## src/rtl/i2s_adc_rx.sv

```systemverilog
// i2s_adc_rx: deserializes the WM8731 left-justified, MSB-first stereo ADC stream
// into MSB-aligned output word pairs presented through a valid/ready handshake.
module i2s_adc_rx #(
   parameter int DATA_WIDTH = 24,
   parameter int OUT_WIDTH  = 32
) (
   input  logic                 clk_i,
   input  logic                 rst_i,
   input  logic                 enable_i,
   input  logic                 i2s_bclk_i,
   input  logic                 i2s_lrclk_i,
   input  logic                 i2s_adcdat_i,
   output logic [OUT_WIDTH-1:0] sample_left_o,
   output logic [OUT_WIDTH-1:0] sample_right_o,
   output logic                 sample_valid_o,
   input  logic                 sample_ready_i,
   output logic                 overflow_o,
   output logic                 frame_err_o,
   input  logic                 clear_flags_i
);

   localparam int CNT_W = $clog2(DATA_WIDTH + 1);
   localparam logic [CNT_W-1:0] CNT_FULL = CNT_W'(DATA_WIDTH);
   localparam logic [CNT_W-1:0] CNT_ONE  = CNT_W'(1);

   localparam logic [1:0] ST_WAIT_SYNC = 2'd0;
   localparam logic [1:0] ST_LEFT      = 2'd1;
   localparam logic [1:0] ST_RIGHT     = 2'd2;

   logic [1:0]            state_q, state_d;
   logic [CNT_W-1:0]      cnt_q, cnt_d;
   logic [DATA_WIDTH-1:0] shift_q, shift_d;
   logic [DATA_WIDTH-1:0] left_hold_q, left_hold_d;
   logic                  left_ok_q, left_ok_d;
   logic                  bclk_q, lrclk_q;

   logic [OUT_WIDTH-1:0]  left_out_q, left_out_d;
   logic [OUT_WIDTH-1:0]  right_out_q, right_out_d;
   logic                  valid_q, valid_d;
   logic                  overflow_q, overflow_d;
   logic                  frame_err_q, frame_err_d;

   logic                  bclk_rise_s, lr_rise_s, lr_fall_s;
   logic                  pair_done_s, ferr_set_s, ovf_set_s;
   logic [OUT_WIDTH-1:0]  left_word_s, right_word_s;

   assign bclk_rise_s = i2s_bclk_i & ~bclk_q;
   assign lr_rise_s   = i2s_lrclk_i & ~lrclk_q;
   assign lr_fall_s   = ~i2s_lrclk_i & lrclk_q;

   // Capture FSM: lrclk edges close a channel before a coincident bclk bit opens the next.
   always_comb begin
      state_d     = state_q;
      cnt_d       = cnt_q;
      shift_d     = shift_q;
      left_hold_d = left_hold_q;
      left_ok_d   = left_ok_q;
      pair_done_s = 1'b0;
      ferr_set_s  = 1'b0;
      if (!enable_i) begin
         state_d = ST_WAIT_SYNC;
         cnt_d   = '0;
      end else begin
         case (state_q)
            ST_WAIT_SYNC: begin
               if (lr_rise_s) begin
                  state_d = ST_LEFT;
                  cnt_d   = '0;
               end else begin
                  state_d = ST_WAIT_SYNC;
               end
            end
            ST_LEFT: begin
               if (lr_fall_s) begin
                  if (cnt_q == CNT_FULL) begin
                     left_hold_d = shift_q;
                     left_ok_d   = 1'b1;
                  end else begin
                     left_ok_d  = 1'b0;
                     ferr_set_s = 1'b1;
                  end
                  state_d = ST_RIGHT;
                  cnt_d   = '0;
               end else begin
                  state_d = ST_LEFT;
               end
            end
            ST_RIGHT: begin
               if (lr_rise_s) begin
                  if (cnt_q != CNT_FULL) begin
                     ferr_set_s = 1'b1;
                  end else if (left_ok_q) begin
                     pair_done_s = 1'b1;
                  end else begin
                     pair_done_s = 1'b0;
                  end
                  state_d = ST_LEFT;
                  cnt_d   = '0;
               end else begin
                  state_d = ST_RIGHT;
               end
            end
            default: begin
               state_d = ST_WAIT_SYNC;
               cnt_d   = '0;
            end
         endcase
         // Bits beyond DATA_WIDTH in a half-frame are dropped.
         if (bclk_rise_s && (state_d != ST_WAIT_SYNC) && (cnt_d < CNT_FULL)) begin
            shift_d = (shift_q << 1) | DATA_WIDTH'(i2s_adcdat_i);
            cnt_d   = cnt_d + CNT_ONE;
         end else begin
            shift_d = shift_q;
         end
      end
   end

   // MSB-align the captured channels into output words with zeroed low bits.
   always_comb begin
      left_word_s  = '0;
      right_word_s = '0;
      left_word_s[OUT_WIDTH-1 -: DATA_WIDTH]  = left_hold_q;
      right_word_s[OUT_WIDTH-1 -: DATA_WIDTH] = shift_q;
   end

   // Output pair register: a new pair is dropped when the held one is neither consumed nor replaced.
   always_comb begin
      left_out_d  = left_out_q;
      right_out_d = right_out_q;
      valid_d     = valid_q;
      ovf_set_s   = 1'b0;
      if (pair_done_s) begin
         if (!valid_q || sample_ready_i) begin
            left_out_d  = left_word_s;
            right_out_d = right_word_s;
            valid_d     = 1'b1;
         end else begin
            ovf_set_s = 1'b1;
         end
      end else if (valid_q && sample_ready_i) begin
         valid_d = 1'b0;
      end else begin
         valid_d = valid_q;
      end
      overflow_d  = ovf_set_s | (overflow_q & ~clear_flags_i);
      frame_err_d = ferr_set_s | (frame_err_q & ~clear_flags_i);
   end

   // State and output registers with synchronous reset.
   always_ff @(posedge clk_i) begin
      if (rst_i) begin
         state_q     <= ST_WAIT_SYNC;
         cnt_q       <= '0;
         shift_q     <= '0;
         left_hold_q <= '0;
         left_ok_q   <= 1'b0;
         bclk_q      <= 1'b0;
         lrclk_q     <= 1'b0;
         left_out_q  <= '0;
         right_out_q <= '0;
         valid_q     <= 1'b0;
         overflow_q  <= 1'b0;
         frame_err_q <= 1'b0;
      end else begin
         state_q     <= state_d;
         cnt_q       <= cnt_d;
         shift_q     <= shift_d;
         left_hold_q <= left_hold_d;
         left_ok_q   <= left_ok_d;
         bclk_q      <= i2s_bclk_i;
         lrclk_q     <= i2s_lrclk_i;
         left_out_q  <= left_out_d;
         right_out_q <= right_out_d;
         valid_q     <= valid_d;
         overflow_q  <= overflow_d;
         frame_err_q <= frame_err_d;
      end
   end

   assign sample_left_o  = left_out_q;
   assign sample_right_o = right_out_q;
   assign sample_valid_o = valid_q;
   assign overflow_o     = overflow_q;
   assign frame_err_o    = frame_err_q;

endmodule

```

## config.mk

```make
export PLATFORM = sky130hd
export DESIGN_NAME = i2s_adc_rx
export DESIGN_NICKNAME = d
export VERILOG_FILES = /design/src/rtl/i2s_adc_rx.sv
export SDC_FILE = /design/constraint.sdc
export NUM_CORES = 1
export LEC_CHECK = 0
export CORE_MARGIN = 2
export CORE_UTILIZATION = 40
export CTS_CLUSTER_SIZE = 14
export DETAILED_ROUTE_END_ITERATION = 6
export SKIP_LAST_GASP = 1
export SLEW_MARGIN = 20
export SYNTH_ARGS = -nofsm -noshare
export SYNTH_HDL_FRONTEND = slang
export SYNTH_SLANG_ARGS = --single-unit
export TNS_END_PERCENT = 10
```

## constraint.sdc

```tcl
create_clock -name clk_i -period 4.88 [get_ports clk_i]
set_clock_uncertainty 0.15 [all_clocks]
set_input_delay 0.976 -clock clk_i [delete_from_list [all_inputs] [get_ports clk_i]]
set_output_delay 0.976 -clock clk_i [all_outputs]
set_load 0.03 [all_outputs]
```

* After elaboration in Yosys (flattened, before gate mapping) *
Index checks and enable logic that the tools add are counted.
W data, S select, Z words.

word-level totals
  register bits = 109
  word-level logic and storage cells = 74

cells by class
  add/subtract/negate cells = 1
  magnitude comparators = 1
  equal/unequal tests = 5
  muxes and demuxes = 27
  bitwise operators = 13
  reductions and logical operators = 15

operator list
  operator               number
  $or A24 B1 Y24         1
  $mux W5                4
  $mux W1                17
  $pmux W5 S2            1
  $mux W2                3
  $pmux W2 S3            1
  $reduce_and A2 Y1      3
  $add A5 B1 Y5 const B  1
  $and A1 B1 Y1          5
  $eq A5 B5 Y1 const B   1
  $lt A5 B5 Y1 const B   1
  $ne A5 B5 Y1 const B   1
  $not A1 Y1             5
  $reduce_and A4 Y1      1
  $reduce_bool A2 Y1     2
  $reduce_or A2 Y1       2
  $logic_and A1 B1 Y1    3
  $reduce_and A3 Y1      1
  $eq A2 B1 Y1 const B   1
  $eq A2 B2 Y1 const B   1
  $logic_not A2 Y1       1
  $ne A2 B1 Y1 const B   1
  $or A1 B1 Y1           2
  $pmux W1 S2            1
  2 further kinds        2

* Depth between registers and ports, before layout *
  word-level depth = 9
  gate-level depth with buffers = 9
  depth with buffers taken out = 9

* Worst setup path after synthesis *
OpenSTA, ideal clock, no wires.

  kind = input-to-reg
  start point = in i2s_lrclk_i
  end point = reg shift_q[10]
  arrival = 2.259 ns
  slack = 2.344 ns
  stages on the path = 6
  buffers on the path = 1
  cell sequence = nor3b_1 -> or3_1 -> o211ai_2 -> buf_6 -> mux2i_1 -> nor2_1

on the way
  word-level cells in the longest chain between the ends = 9

ends and longest elaborated chain
  element                                                               RTL line  RTL
  start, declared                                                       11        input logic i2s_lrclk_i,
  parallel branches: the longest is 7 deep, another holds $lt A5 B5 Y1  -
  $logic_and A1 B1 Y1 *                                                 109       if (bclk_rise_s && (state_d != ST_WAIT_SYNC) && (cnt_d < CNT_FULL)) begin
  $reduce_and A2 Y1 (no source line) *                                  -
  end signal, assigned                                                  167       shift_q <= shift_d;
  end, declared                                                         32        logic [DATA_WIDTH-1:0] shift_q, shift_d;

Mark *: on every way between the ends. The select of a mux whose other input is x is not followed.
A chain may end at the register's enable or synchronous reset.

* Worst setup path after layout *
  start point = in i2s_lrclk_i
  end point = reg shift_q[1]

The elaborated chain is that of the path after synthesis.

==> results.cfg <==
[timing]
fin_crit_ns = 3.233
fmax_ghz = 0.3093
tightest_slew_ns = 1.033
setup_viol = 0
relSlewSlack = 0.3082
rsz0062_at_grt = no
slew_violations = 0
worst_slack_ns = 1.647
hold-worst-slack_ns = 0.3081
tns_ns = 0
finalHoldViolations = 0
fin_crit_sh = 0.6625

[synthesis]
synth-seq-cells = 109
synth_most_common_cell = dfxtp_1
netlist_top_cells_area = dfxtp_1 (51%), mux2i_1 (11%), nand2_1 (9.0%), a21oi_1 (6.3%), nor2_1 (4.9%)
netlist.area_leader.share = 0.5111
syn-cell-area_um2 = 4269
ys_seq_area_frac = 0.5111
synth.largest_area_cell = dfxtp_1
syn_avg_cell_area_um2 = 9.122
synth_cell_types = 42
yosysWarnings = 0
synthesis.instances = 468
synth_common_cells = dfxtp_1 (109), nand2_1 (102), nor2_1 (56), a21oi_1 (54), mux2i_1 (49)
synth_edf_count = 0
synth_ff_type = dfxtp_1
ys_async_sr_fraction = 0

[clock_tree]
cts_tree = yes
cts_made_buffers = 9
clock_path_buffers = 2
cts_root_buffer = clkbuf_8
cts_setup_buffers = 0
cts.sinks = 109
clock_latency_ns = 0.36
cts-resized-gates = 0
clk_pin_slew_worst_paths_ns = 0.10
cts_hold_buf = 0
cts_htree_levels = 3

[pwr]
vdd_drop_max_v = 0.0001526
total_leakage_power_nw = 1.853
p_comb_frac = 0.042
power_frac_seq = 0.612
power_switching_w = 0.0003492
power_density_nw_per_um2 = 292.0
p_clk_frac = 0.346
switching_share = 0.2394
internal-power_w = 0.001110

[worst_hold_path]
hold_class = reg -> reg
worstHoldStart = sample_left_o[31]
whs_endpoint = sample_left_o[31]
holdPathStages = 2

[place]
post-place-ws_ns = 1.248
dp.cells = 637
port_buffers = 58
dp_hpwl_um = 5186
gp_congestion = 0.8262
placed_cell_area_um2 = 4813

[setup_path]
crit_start = i2s_lrclk_i
cp-end-kind = flop
worstRegToRegCells = 6
cp_max_fo = 24
required_ns = 4.95
r2r-end = sample_left_o[15]
arrival_ns = 3.30
r2r-start = cnt_q[3]
critPathSlowestCell = o211ai_4
cp.buffers_inverters = 1
worstSetupStartpointType = primary input
worst-r2r-setup-slack_ns = 2.16
crit_family = compound AO/OA/AOI/OAI gates
path_class = in -> reg
cp_cell_sequence = clkdlybuf4s50_1 > nor3b_1 > or3_1 > o211ai_4 > mux2i_1 > nor2_1
critPathMaxStageDelay_ns = 0.83

[routing]
first_pass_iters = 4
vias = 3138
wire_per_inst_um = 12.30
drt-total-wl_um = 8020
postRouteAntennaNets = 0
via_per_inst = 4.813
drc = 0
dr.first_iter.drc_count = 155

[final_layout]
final_area_um2 = 4996
diodes = 0
finalNetCount = 527
final_cells = 652
syn_to_final_growth_pct = 17.03
drive_above_1_share = 0.05039

[grt]
antenna_found_initial = 0
first_global_vias = 2948
grt_usage = 0.1491
grt_pass1_wl_um = 13830
grt_max_degree = 104
grt-ovfl-total = 0

[floorplan]
core_area_um2 = 10320
die_w_um = 107.3
rows = 37
io-pin-count = 75
dieArea_um2 = 11520
dieHeight_um = 107.3
start_util = 0.4135

[outcome]
status = complete, no violations

[flow_run]
max_cap_viol_count = 0
[worst max-delay path by stage]
stage | to | cells past startpoint
5_1_grt | sample_right_o[19] | 7
2_1_floorplan | shift_q[10] | 6
3_3_place_gp | shift_q[14] | 6
3_5_place_dp | shift_q[22] | 6
6_report | shift_q[1] | 6
4_1_cts | shift_q[22] | 6
[layout by cell type, fill, tap and decap left out, drive strengths merged, types with 3 or more instances in the layout]
cell,n
nor2b,6
ha,7
a21oi,54
mux2i,49
clkbuf,10
or2,3
clkinv,3
dfxtp,109
conb,16
nand2b,5
buf,3
inv,4
nor3,4
clkdlybuf4s50,57
nand2,102
o21ai,3
nor2,56
or3,3
[per-stage QoR]
step | power (W) | util
floorplan | 0.0009714 | -
global placement | 0.0009740 | 0.4662
detailed placement | 0.0009744 | 0.4662
CTS | 0.001481 | 0.4839
global route | 0.001525 | 0.4839
finish | 0.001459 | 0.4839
[power groups by stage]
stage,combinational (W),clock (W),sequential [W]
finish,0.0000613,0.000505,0.000893
global route,0.0000668,0.000564,0.000894
CTS,0.0000612,0.000527,0.000893
detailed placement,0.0000611,0,0.000913
global placement,0.0000608,0,0.000913
floorplan,0.0000587,0,0.000913
[worst reg2reg max path, cell delays in order, from the launching register on]
cell and delay [ns]:
dfxtp_1 0.38, nand2_1 0.10, or4_1 0.58, nor3_4 0.81, buf_4 0.40, nand2_1 0.10, a21oi_1 0.13
[cell type report]
cell class | count | area (µm²)
Tap cell | 136 | 170.2
Inverter | 3 | 11.26
Fill cell | 1002 | 5328
Timing Repair Buffer | 60 | 593.1
Sequential cell | 109 | 2182
Clock inverter | 5 | 45.04
Clock buffer | 10 | 137.6
Multi-Input combinational cell | 329 | 1857
[metal layers]
layer	GRT usage	routed length [µm]	share of wire	vias up
met5	0	0	0	-
met4	0.03432	54	0.0067	0
met3	0.04843	405	0.050	5
met2	0.2324	3528	0.44	66
met1	0.2011	4032	0.50	1465
li1	-	-	-	1602
[logic make-up (layout without fill, tap and decap cells)]
logic type,Yosys count,after routing,share of synthesized area
other,1,16,0.0008784
and+or+nand+nor,188,188,0.1896
buffers and inverters,45,78,0.07063
DFF,109,109,0.5111
AOI/OAI and AO/OA,67,67,0.08822
xor gates and xnor gates,2,2,0.004104
muxes,49,49,0.1149
adders and majority gates,7,7,0.02051
[state kept, by name, summed over array words and instances (netlist names), 2 cells and up]
register	cells
left_hold_q	24
sample_left_o	24
sample_right_o	24
shift_q	24
cnt_q	5
state_q	2
(Power assumes the default switching activity.)
